`src/rtl/rv32f_mem_arbiter_if.sv`:
```
// ============================================================================
// Module : rv32f_mem_arbiter_if
// Brief  : Integer LSU, RV32F LSU and shared data-memory signal bundle.
// Rev    : 1.0 - initial release
// ============================================================================
`default_nettype none

interface rv32f_mem_arbiter_if;
    logic        int_req;
    logic        int_wen;
    logic [31:0] int_addr;
    logic [31:0] int_wdata;
    logic        int_done;
    logic        int_err;
    logic [31:0] int_rdata;

    logic        fp_req;
    logic        fp_wen;
    logic [31:0] fp_addr;
    logic [31:0] fp_wdata;
    logic        fp_done;
    logic        fp_err;
    logic [31:0] fp_rdata;

    logic        mem_ren;
    logic        mem_wen;
    logic [31:0] mem_addr;
    logic [31:0] mem_wdata;
    logic [31:0] mem_rdata;
    logic        mem_busy;

    // Arbiter side
    modport slave (
        input  int_req, int_wen, int_addr, int_wdata,
        output int_done, int_err, int_rdata,
        input  fp_req, fp_wen, fp_addr, fp_wdata,
        output fp_done, fp_err, fp_rdata,
        output mem_ren, mem_wen, mem_addr, mem_wdata,
        input  mem_rdata, mem_busy
    );

    // Requester and memory side
    modport master (
        output int_req, int_wen, int_addr, int_wdata,
        input  int_done, int_err, int_rdata,
        output fp_req, fp_wen, fp_addr, fp_wdata,
        input  fp_done, fp_err, fp_rdata,
        input  mem_ren, mem_wen, mem_addr, mem_wdata,
        output mem_rdata, mem_busy
    );
endinterface

`default_nettype wire

```
`src/rtl/rv32f_mem_arbiter.sv`:
```
// ============================================================================
// Module : rv32f_mem_arbiter
// Brief  : Round-robin arbiter sharing one data memory between int and FP LSUs.
// Rev    : 1.0 - initial release
// ============================================================================
`default_nettype none

module rv32f_mem_arbiter #(
    parameter int TIMEOUT = 255
) (
    input  logic               clk,
    input  logic               rst_n,
    rv32f_mem_arbiter_if.slave bus
);

    localparam logic [7:0] c_CNT_LAST = 8'(TIMEOUT - 1);

    typedef enum logic [1:0] {
        S_IDLE = 2'd0,
        S_BUSY = 2'd1,
        S_RESP = 2'd2
    } state_t;

    state_t      r_state;
    logic        r_last_fp;
    logic        r_owner_fp;
    logic        r_wen;
    logic        r_aerr;
    logic        r_active;
    logic [31:0] r_addr;
    logic [31:0] r_wdata;
    logic [31:0] r_rdata;
    logic [7:0]  r_cnt;
    logic        r_int_done;
    logic        r_int_err;
    logic        r_fp_done;
    logic        r_fp_err;

    logic        w_grant_any;
    logic        w_grant_fp;
    logic        w_sel_wen;
    logic [31:0] w_sel_addr;
    logic [31:0] w_sel_wdata;
    logic        w_misalign;
    logic        w_exit;
    logic        w_ok;

    // On a tie the requester that did not win last time is granted.
    assign w_grant_any = bus.int_req | bus.fp_req;
    assign w_grant_fp  = bus.fp_req & (~bus.int_req | ~r_last_fp);
    assign w_sel_wen   = w_grant_fp ? bus.fp_wen   : bus.int_wen;
    assign w_sel_addr  = w_grant_fp ? bus.fp_addr  : bus.int_addr;
    assign w_sel_wdata = w_grant_fp ? bus.fp_wdata : bus.int_wdata;
    assign w_misalign  = w_grant_fp & (bus.fp_addr[1:0] != 2'b00);

    assign w_exit = r_aerr | ~bus.mem_busy | (r_cnt == c_CNT_LAST);
    assign w_ok   = ~r_aerr & ~bus.mem_busy;

    always_ff @(posedge clk) begin
        if (!rst_n) begin
            r_state    <= S_IDLE;
            r_last_fp  <= 1'b1;
            r_owner_fp <= 1'b0;
            r_wen      <= 1'b0;
            r_aerr     <= 1'b0;
            r_active   <= 1'b0;
            r_addr     <= '0;
            r_wdata    <= '0;
            r_rdata    <= '0;
            r_cnt      <= '0;
            r_int_done <= 1'b0;
            r_int_err  <= 1'b0;
            r_fp_done  <= 1'b0;
            r_fp_err   <= 1'b0;
        end else begin
            case (r_state)
                S_IDLE: begin
                    if (w_grant_any) begin
                        r_owner_fp <= w_grant_fp;
                        r_last_fp  <= w_grant_fp;
                        r_wen      <= w_sel_wen;
                        r_addr     <= w_sel_addr;
                        r_wdata    <= w_sel_wdata;
                        r_cnt      <= '0;
                        r_aerr     <= w_misalign;
                        r_active   <= ~w_misalign;
                        r_state    <= S_BUSY;
                    end
                end
                S_BUSY: begin
                    // A misaligned FP access spends this cycle without strobes.
                    if (w_exit) begin
                        r_active   <= 1'b0;
                        r_aerr     <= 1'b0;
                        r_int_done <= ~r_owner_fp &  w_ok;
                        r_int_err  <= ~r_owner_fp & ~w_ok;
                        r_fp_done  <=  r_owner_fp &  w_ok;
                        r_fp_err   <=  r_owner_fp & ~w_ok;
                        r_rdata    <= (w_ok & ~r_wen) ? bus.mem_rdata : 32'h0;
                        r_state    <= S_RESP;
                    end else begin
                        r_cnt <= r_cnt + 8'd1;
                    end
                end
                S_RESP: begin
                    r_int_done <= 1'b0;
                    r_int_err  <= 1'b0;
                    r_fp_done  <= 1'b0;
                    r_fp_err   <= 1'b0;
                    r_rdata    <= '0;
                    r_state    <= S_IDLE;
                end
                default: begin
                    r_state <= S_IDLE;
                end
            endcase
        end
    end

    assign bus.mem_ren   = r_active & ~r_wen;
    assign bus.mem_wen   = r_active &  r_wen;
    assign bus.mem_addr  = r_active ? r_addr  : 32'h0;
    assign bus.mem_wdata = r_active ? r_wdata : 32'h0;

    // r_rdata is zero outside RESP, so gating by owner is sufficient.
    assign bus.int_done  = r_int_done;
    assign bus.int_err   = r_int_err;
    assign bus.int_rdata = r_owner_fp ? 32'h0 : r_rdata;
    assign bus.fp_done   = r_fp_done;
    assign bus.fp_err    = r_fp_err;
    assign bus.fp_rdata  = r_owner_fp ? r_rdata : 32'h0;

endmodule

`default_nettype wire

```
`src/flat_wrapper.sv`:
```
// flat-port wrapper written by rule: the top's interface ports become plain ports
module rv32f_mem_arbiter_flat 
#(
    parameter int TIMEOUT = 255
)
  (clk, rst_n, bus_int_req, bus_int_wen, bus_int_addr, bus_int_wdata, bus_int_done, bus_int_err, bus_int_rdata, bus_fp_req, bus_fp_wen, bus_fp_addr, bus_fp_wdata, bus_fp_done, bus_fp_err, bus_fp_rdata, bus_mem_ren, bus_mem_wen, bus_mem_addr, bus_mem_wdata, bus_mem_rdata, bus_mem_busy);
  rv32f_mem_arbiter_if bus_i ();
  input  logic clk;
  input  logic rst_n;
  input wire logic [$bits(bus_i.int_req)-1:0] bus_int_req;
  input wire logic [$bits(bus_i.int_wen)-1:0] bus_int_wen;
  input wire logic [$bits(bus_i.int_addr)-1:0] bus_int_addr;
  input wire logic [$bits(bus_i.int_wdata)-1:0] bus_int_wdata;
  output wire logic [$bits(bus_i.int_done)-1:0] bus_int_done;
  output wire logic [$bits(bus_i.int_err)-1:0] bus_int_err;
  output wire logic [$bits(bus_i.int_rdata)-1:0] bus_int_rdata;
  input wire logic [$bits(bus_i.fp_req)-1:0] bus_fp_req;
  input wire logic [$bits(bus_i.fp_wen)-1:0] bus_fp_wen;
  input wire logic [$bits(bus_i.fp_addr)-1:0] bus_fp_addr;
  input wire logic [$bits(bus_i.fp_wdata)-1:0] bus_fp_wdata;
  output wire logic [$bits(bus_i.fp_done)-1:0] bus_fp_done;
  output wire logic [$bits(bus_i.fp_err)-1:0] bus_fp_err;
  output wire logic [$bits(bus_i.fp_rdata)-1:0] bus_fp_rdata;
  output wire logic [$bits(bus_i.mem_ren)-1:0] bus_mem_ren;
  output wire logic [$bits(bus_i.mem_wen)-1:0] bus_mem_wen;
  output wire logic [$bits(bus_i.mem_addr)-1:0] bus_mem_addr;
  output wire logic [$bits(bus_i.mem_wdata)-1:0] bus_mem_wdata;
  input wire logic [$bits(bus_i.mem_rdata)-1:0] bus_mem_rdata;
  input wire logic [$bits(bus_i.mem_busy)-1:0] bus_mem_busy;
  assign bus_i.int_req = bus_int_req;
  assign bus_i.int_wen = bus_int_wen;
  assign bus_i.int_addr = bus_int_addr;
  assign bus_i.int_wdata = bus_int_wdata;
  assign bus_int_done = bus_i.int_done;
  assign bus_int_err = bus_i.int_err;
  assign bus_int_rdata = bus_i.int_rdata;
  assign bus_i.fp_req = bus_fp_req;
  assign bus_i.fp_wen = bus_fp_wen;
  assign bus_i.fp_addr = bus_fp_addr;
  assign bus_i.fp_wdata = bus_fp_wdata;
  assign bus_fp_done = bus_i.fp_done;
  assign bus_fp_err = bus_i.fp_err;
  assign bus_fp_rdata = bus_i.fp_rdata;
  assign bus_mem_ren = bus_i.mem_ren;
  assign bus_mem_wen = bus_i.mem_wen;
  assign bus_mem_addr = bus_i.mem_addr;
  assign bus_mem_wdata = bus_i.mem_wdata;
  assign bus_i.mem_rdata = bus_mem_rdata;
  assign bus_i.mem_busy = bus_mem_busy;
  rv32f_mem_arbiter #(.TIMEOUT(TIMEOUT)) u_core (.clk(clk), .rst_n(rst_n), .bus(bus_i));
endmodule
```
`config.mk`:
```
export PLATFORM = sky130hd
export DESIGN_NAME = rv32f_mem_arbiter_flat
export DESIGN_NICKNAME = d
export VERILOG_FILES = /design/src/rtl/rv32f_mem_arbiter_if.sv /design/src/rtl/rv32f_mem_arbiter.sv /design/src/flat_wrapper.sv
export SDC_FILE = /design/constraint.sdc
export NUM_CORES = 1
export LEC_CHECK = 0
export BUFFER_PORTS_ARGS = -buffer_cell sky130_fd_sc_hd__buf_2
export CORE_ASPECT_RATIO = 0.6
export CORE_MARGIN = 4
export CORE_UTILIZATION = 45
export DETAILED_ROUTE_END_ITERATION = 8
export PLACE_DENSITY = 0.8
export RECOVER_POWER = 25
export SETUP_SLACK_MARGIN = 0.3
export SYNTH_ARGS = -nofsm -noshare
export SYNTH_HDL_FRONTEND = slang
export SYNTH_SLANG_ARGS = --single-unit
```
`constraint.sdc`:
```
create_clock -name clk -period 1.9 [get_ports clk]
set_input_delay 0.285 -clock clk [delete_from_list [all_inputs] [get_ports clk]]
set_output_delay 0.285 -clock clk [all_outputs]
set_load 0.01 [all_outputs]
```
# == Word-level counts from Yosys, hierarchy flattened ==
# Index checks and enable logic that the tools add are counted.
# word_totals
register_bits,115
output_inout_bits,134
elab_cells,81
in_bits,167
# classes
n_addsub,1
eq_ne,6
n_reduce_logical,9
n_mux,29
bitwise_logic,22
# ops
operator,count
2-to-1 mux 32 bit,8
case mux 32 bit (2 select lines),1
2-to-1 mux 8 bit,2
case mux 8 bit (2 select lines),1
case mux 1 bit (2 select lines),6
AND 1 bit,10
"adder 8 x 1 -> 8 bit, second input constant",1
"== test 8 bit, second input constant",1
2-to-1 mux 1 bit,8
NOT 1 bit,8
AND reduction 2 bit,3
AND reduction 3 bit,2
nonzero test 2 bit,3
2-to-1 mux 2 bit,2
"inequality test 2 x 1 -> 1 bit, second input constant",2
bitwise OR 1 bit,4
case mux 2 bit (2 select lines),1
"== test 2 x 1 -> 1 bit, second input constant",1
"== test 2 bit, second input constant",1
logical NOT 2 bit,1
"inequality test 2 bit, second input constant",1

# == Depth between registers and ports, before layout ==
# Gate-level depths: netlist of run 1.
# depth
depth_word,7
mapped_depth,8
mapped_depth_nobuf,6

# == Worst setup path after synthesis of run 1 ==
# Ideal clock, no wire load.
# synth_path
path_type,flip-flop to flip-flop
start,register u_core.r_cnt[0]
end,register u_core.r_fp_done (netlist: u_core.bus.fp_done)
required_ns,1.783
setup_ns,0.117
period_less_slack_ns,1.588
arrival_ns,1.472
n_path_buf,2
stages_incl_launch_ff,9
path_slack_ns,0.312
path_cell_list,dfxtp_1 -> inv_1 -> ha_1 -> and3_1 -> a21oi_2 -> o211a_1 -> buf_6 -> buf_6 -> a22o_1
# synth_between
elab_chain_len,4
# synth_lines
element,line_no,text
start: declaration,rv32f_mem_arbiter.sv:33,logic [7:0] r_cnt;
start signal: assignment,rv32f_mem_arbiter.sv:102,r_cnt <= r_cnt + 8'd1;
== test 8 bit,rv32f_mem_arbiter.sv:56,assign w_exit = r_aerr | ~bus.mem_busy | (r_cnt == c_CNT_LAST);
bitwise OR 1 bit,rv32f_mem_arbiter.sv:56,
inequality test 2 x 1 -> 1 bit (no source line),--,
AND reduction 2 bit (no source line),--,
end signal: assignment,rv32f_mem_arbiter.sv:97,r_fp_done <= r_owner_fp & w_ok;
end: declaration,rv32f_mem_arbiter.sv:36,logic r_fp_done;
# No other way between the ends.
# A chain may end at the register's enable or synchronous reset.

# == Worst setup path in the final report of run 1 ==
# layout_path
start,register u_core.r_owner_fp
end,output port bus_int_rdata[16]
# layout_between
elab_chain_len,1
# layout_lines
element,line_no,text
start: declaration,rv32f_mem_arbiter.sv:26,logic r_owner_fp;
start signal: assignment,rv32f_mem_arbiter.sv:79,r_owner_fp <= w_grant_fp;
2-to-1 mux 32 bit,rv32f_mem_arbiter.sv:128,assign bus.int_rdata = r_owner_fp ? 32'h0 : r_rdata;
end: declaration,flat_wrapper.sv:16,output wire logic [$bits(bus_i.int_rdata)-1:0] bus_int_rdata;
# No other way between the ends.

==> results of run 1 <==
[metrics by stage]
step	total power, W	cells	hold WS, ns
2_1_floorplan	0.00351	602	0.347
3_3_place_gp	0.00395	1032	0.432
3_5_place_dp	0.00398	1032	0.438
4_1_cts	0.00718	1079	0.0833
5_1_grt	0.00749	1087	0.0948
6_report	0.00717	1087	0.0956
[flip-flops by register name, summed over array words and instances (netlist names)]
| name | flops |
|---|---|
| u_core.r_last_fp | 1 |
| u_core.r_owner_fp | 1 |
| u_core.r_wen | 1 |
| u_core.bus.fp_err | 1 |
| u_core.r_aerr | 1 |
| u_core.bus.int_done | 1 |
| u_core.r_cnt | 8 |
| u_core.bus.fp_done | 1 |
| u_core.r_active | 1 |
| u_core.bus.int_err | 1 |
| u_core.r_rdata | 32 |
| u_core.r_state | 2 |
| u_core.r_addr | 32 |
| u_core.r_wdata | 32 |
[routing by layer]
metal / wire [um] / vias up / part of all wire (%) / track usage [%]
met5: 0 / - / 0 / 0
met4: 142 / 0 / 0.83 / 5.01
met3: 1060 / 12 / 6.2 / 5.31
met2: 8440 / 162 / 50 / 37.2
met1: 7370 / 2499 / 43 / 27.4
li1: - / 2753 / - / -
[cells in the mapped netlist (2+ instances only)]
cell type    n
dfxtp_1    115
and2_1      97
nor2_1      68
a211oi_1    66
mux2i_1     65
a22o_1      34
nor2b_1     34
clkbuf_1    23
buf_2       17
nand2_1      9
a21oi_1      8
buf_4        6
nand3_1      6
a31oi_1      4
buf_6        4
nand2b_1     4
o211ai_1     4
buf_8        3
inv_1        3
a21o_1       2
and3_1       2
ha_1         2
o2111ai_1    2
o21ai_1      2
o41ai_1      2
or4_1        2
[power by group]
group / switching [W] / internal (W) / total [W]
Combinational: 0.000679 / 0.000651 / 0.00133
Clock: 0.00107 / 0.00203 / 0.00310
Sequential: 0.000115 / 0.00263 / 0.00274
Total: 0.00186 / 0.00531 / 0.00717
[what timing repair did]
item | CTS | global route
setup buffers | 10 | 4
pin swaps | 12 | 23
resized for setup | 19 | 5
endpoints found under the hold margin | 0 | 0
cloned | 5 | 4
endpoints found under the setup margin | 96 | 75
[worst max-delay path: cells and delay by family, from the launching register on]
| family | cells | cell delay [ns] |
|---|---|---|
| flops | 1 | 0.36 |
| buf+inv | 2 | 0.56 |
| simple gates | 1 | 0.12 |
[kinds of logic (layout without fill, tap and decap cells)]
family / Yosys count / after routing / synth area share [%]
AND/OR/NAND/NOR: 231 / 232 / 22.8
AO/OA/AOI/OAI: 131 / 131 / 18.1
flip-flops: 115 / 115 / 41.2
multiplexers: 65 / 65 / 11.6
buffers and inverters: 58 / 377 / 5.82
adder cells (fa/ha/maj): 2 / 2 / 0.448
[cell type report]
type                    count  area share [%]
multi-input cells         430            37.1
flip-flops and latches    115            28.3
repair buffers            341            24.7
clock buffers              23            5.86
well taps                 165            2.53
clock inverters             9            1.27
inverters                   4           0.184
[worst min-delay path by stage]
stage	cells after the start	to
after global routing	2	u_core.r_rdata[31]
after CTS	2	u_core.r_rdata[21]
after detailed placement	1	u_core.bus.int_err
final	2	u_core.r_rdata[10]
after global placement	1	u_core.bus.int_err
after floorplan	1	u_core.r_last_fp
==> impl_metrics.tcl, run 1 <==
set metrics [dict create \
    rrSetupSlack_ns 0.27 \
    synth_area_per_cell_um2 9.29 \
    syn-cell-area_um2 5590 \
    drive_gt1_share_pct 40.8 \
    die_y_um 94.3 \
    dpl_worst_slack_ns 0.198 \
    ys_warn_count 0 \
    drc 0 \
    first_pass_iters 4 \
    multi_input_area_um2 3020 \
    rows 31 \
    regArea_um2 2310 \
    grt_overflow_total 0 \
    netlist.area_leader.share_pct 41.2 \
    maxCapViolCount 0 \
    path_clk_slew_ns 0.06 \
    syn_nets 771 \
    finalSetupViolCount 0 \
    cp-end-kind "output pin" \
    numCtsBuffers 17 \
    crit_path_end "bus_int_rdata[16]" \
    cts_root_buf "clkbuf_16" \
    p_per_area_nw_per_um2 879 \
    grt_util_all_layers_pct 21.5 \
    vias_per_cell 4.99 \
    hold_start "bus_mem_rdata[10]" \
    cts_tree "done" \
    maxSlewViolCount 0 \
    antenna_left 0 \
    tightest_slew_ns 0.548 \
    hp-class "in -> reg" \
    fin_area_um2 8160 \
    nets 1078 \
    finalHoldViolations 0 \
    r2r_end "u_core.r_cnt[3]" \
    crit_slowest_cell "clkbuf_4" \
    status "completed" \
    crit_fanout 34 \
    max_freq_mhz 581 \
    initial_core_util_pct 46.2 \
    n_antenna_cell 0 \
    synth_top_cell_by_area "dfxtp_1" \
    ys_types 44 \
    max-slew-margin-rel_pct 63.5 \
    r2r_cells 7 \
    startpoint "u_core.r_owner_fp" \
    grt_max_degree 70 \
    cp.required_ns 1.62 \
    ys_seq_area_share_pct 41.2 \
    area_growth_pct 45.9 \
    synth-seq-cells 115 \
    cts_hold_buf 0 \
    finalWirelength_mm 17.0 \
    crit_path_cell_trace "clkbuf_4, nor2b_1, buf_2" \
    post-route-min-period_ns 1.72 \
    r2r-start "u_core.r_cnt[0]" \
    dieArea_um2 14300 \
    fillers 1037 \
    portBuffers 300 \
    layout_common_cells "288 x buf_2, 109 x dfxtp_1, 97 x and2_1" \
    critPathKind "reg -> out" \
    insertion_delay_ns 0.39 \
    leakagePower_nw 4.02 \
    clock_skew_ns 0.00926 \
    async_reset_ff_share_pct 0 \
    synthCells 602 \
    htree_levels 4 \
    num_vias 5426 \
    io_pins 301 \
    placed_cell_area_um2 7230 \
    dp_hpwl_mm 11.5 \
    cts.sinks 115 \
    rsz0062_at_grt "yes" \
    ys_top_cells_by_area "dfxtp_1 41%, mux2i_1 12%, and2_1 11%" \
    timing.final.crit_share_pct 90.6 \
    startpoint_type "register" \
    globalplace.congestion 0.828 \
    core_um2 12100 \
    dieWidth_um 152 \
    ir_drop_mv 0.693 \
    synthFlopType "dfxtp_1" \
    layout_commonest_cell "buf_2" \
    cp_slowest_stage_delay_ns 0.40 \
    grt_pass1_vias 4987 \
    wire_per_inst_um 15.6 \
    grt_antenna_before_repair 0 \
    post-route-util_pct 67.4 \
    finalWorstSetupSlack_ns 0.179 \
    synth-edff-count 0 \
    fin_tns_setup_ns 0 \
    drtIter0Drc 291 \
    grt_pass1_wl_mm 25.3 \
    arrival_ns 1.44 \
    ctsLongestPathBuffers 2 \
]
Power figures use the tool's default switching activity.
==> run 2: changes to the inputs <==
Settings changed: CORE_MARGIN 4 to not set.
==> impl_metrics.tcl, run 2 (synthesis results as in run 1) <==
set metrics [dict create \
    dieWidth_um 146 \
    grt_max_degree 78 \
    r2r_end "u_core.r_rdata[4]" \
    cts_hold_buf 0 \
    antenna_left 0 \
    fin_tns_setup_ns 0 \
    finalWirelength_mm 16.1 \
    cts_tree "done" \
    die_y_um 88.3 \
    status "completed" \
    maxSlewViolCount 0 \
    io_pins 301 \
    rows 31 \
    portBuffers 300 \
    crit_path_end "u_core.r_rdata[4]" \
    arrival_ns 2.01 \
    nets 1067 \
    cp-end-kind "register" \
    area_growth_pct 44.9 \
    crit_fanout 4 \
    path_clk_slew_ns 0.06 \
    numCtsBuffers 17 \
    drtIter0Drc 236 \
    rrSetupSlack_ns 0.17 \
    finalHoldViolations 0 \
    timing.final.crit_share_pct 90.8 \
    clock_skew_ns 0.00912 \
    drc 0 \
    layout_commonest_cell "buf_2" \
    dieArea_um2 12900 \
    first_pass_iters 4 \
    grt_pass1_vias 4675 \
    rsz0062_at_grt "yes" \
    insertion_delay_ns 0.40 \
    critPathKind "reg -> reg" \
    post-route-min-period_ns 1.73 \
    tightest_slew_ns 0.824 \
    finalSetupViolCount 0 \
    initial_core_util_pct 46.3 \
    maxCapViolCount 0 \
    cts_root_buf "clkbuf_16" \
    startpoint_type "register" \
    grt_antenna_before_repair 0 \
    top_regs "u_core.r_addr (32), u_core.r_rdata (32), u_core.r_wdata (32)" \
    n_antenna_cell 0 \
    leakagePower_nw 3.99 \
    p_per_area_nw_per_um2 890 \
    max_freq_mhz 580 \
    drive_gt1_share_pct 40.7 \
    hp-class "in -> reg" \
    vias_per_cell 5.04 \
    dp_hpwl_mm 10.5 \
    globalplace.congestion 0.762 \
    ir_drop_mv 0.733 \
    grt_util_all_layers_pct 23.1 \
    r2r-start "u_core.r_cnt[0]" \
    num_vias 5423 \
    max-slew-margin-rel_pct 45.1 \
    wire_per_inst_um 15.0 \
    startpoint "u_core.r_cnt[0]" \
    ctsLongestPathBuffers 2 \
    power_w 0.00721 \
    htree_levels 4 \
    cts.sinks 115 \
    grt_overflow_total 0 \
    layout_common_cells "295 x buf_2, 111 x dfxtp_1, 97 x and2_1" \
    grt_pass1_wl_mm 23.5 \
    cp.required_ns 2.18 \
    core_um2 12100 \
    r2r_cells 8 \
]
[run 2: cell count changes in the layout (fill, tap and decap cells not counted), moves of 2 or more]
cell	before	now
buf_4	22	11
clkbuf_1	15	7
buf_2	288	295
buf_16	4	2
clkbuf_16	19	21
dfxtp_1	109	111
[run 2: worst max-delay path, stage by stage, from the launching register on]
cell and delay, ns:
dfxtp_1 0.31, inv_1 0.09, ha_4 0.12, and3_4 0.21, a21oi_4 0.06, o211a_1 0.29, buf_6 0.17, clkbuf_16 0.15
a22o_1 0.20
[run 2: area by class of cell]
class	count	area, um^2
Multi-Input combinational cell	431	3040
Clock buffer	21	460
Inverter	4	15.0
Tap cell	165	206
Timing Repair Buffer	329	1940
Clock inverter	10	133
Sequential cell	115	2310
Fill cell	1008	3960
[run 2: layer usage]
layer | vias to the layer above | track usage [%] | part of all wire (%)
li1 | 2727 | - | -
met1 | 2519 | 29.5 | 46
met2 | 167 | 39.1 | 48
met3 | 10 | 5.41 | 5.7
met4 | 0 | 7.75 | 0.70
met5 | - | 0 | 0
[run 2: worst min path at each step]
stage | start | end | slack, ns | cells past startpoint
2_1_floorplan | rst_n | u_core.r_last_fp | 0.35 | 1
3_3_place_gp | u_core.bus.int_err | u_core.bus.int_err | 0.44 | 1
3_5_place_dp | u_core.bus.int_err | u_core.bus.int_err | 0.44 | 1
4_1_cts | bus_mem_rdata[22] | u_core.r_rdata[22] | 0.08 | 2
5_1_grt | bus_mem_rdata[27] | u_core.r_rdata[27] | 0.08 | 2
6_report | bus_mem_rdata[17] | u_core.r_rdata[17] | 0.09 | 2
[run 2: power by group]
part / switching, W / leakage, nW / internal [W] / total (W)
clock: 0.00105 / 0.285 / 0.00211 / 0.00316
combinational: 0.000671 / 2.75 / 0.000630 / 0.00130
sequential: 0.000122 / 0.949 / 0.00263 / 0.00275
total: 0.00184 / 3.99 / 0.00537 / 0.00721
[run 2: repair_timing]
action	4_1_cts	5_1_grt
gates resized for setup	10	12
pin swaps	2	26
cloned	2	7
setup endpoints to repair	108	85
buffers inserted	7	1
[run 2: per-stage QoR]
step / worst slack (ns) / cells / instance area (um^2) / hold slack (ns) / util, %
4_1_cts: 0.237 / 1067 / 7930 / 0.0762 / 65.8
2_1_floorplan: 0.312 / 602 / 5590 / 0.347 / -
3_5_place_dp: 0.200 / 1027 / 7210 / 0.440 / 59.8
3_3_place_gp: 0.249 / 1027 / 7210 / 0.436 / 59.8
6_report: 0.175 / 1075 / 8100 / 0.0929 / 67.2
5_1_grt: 0.123 / 1075 / 8100 / 0.0760 / 67.2
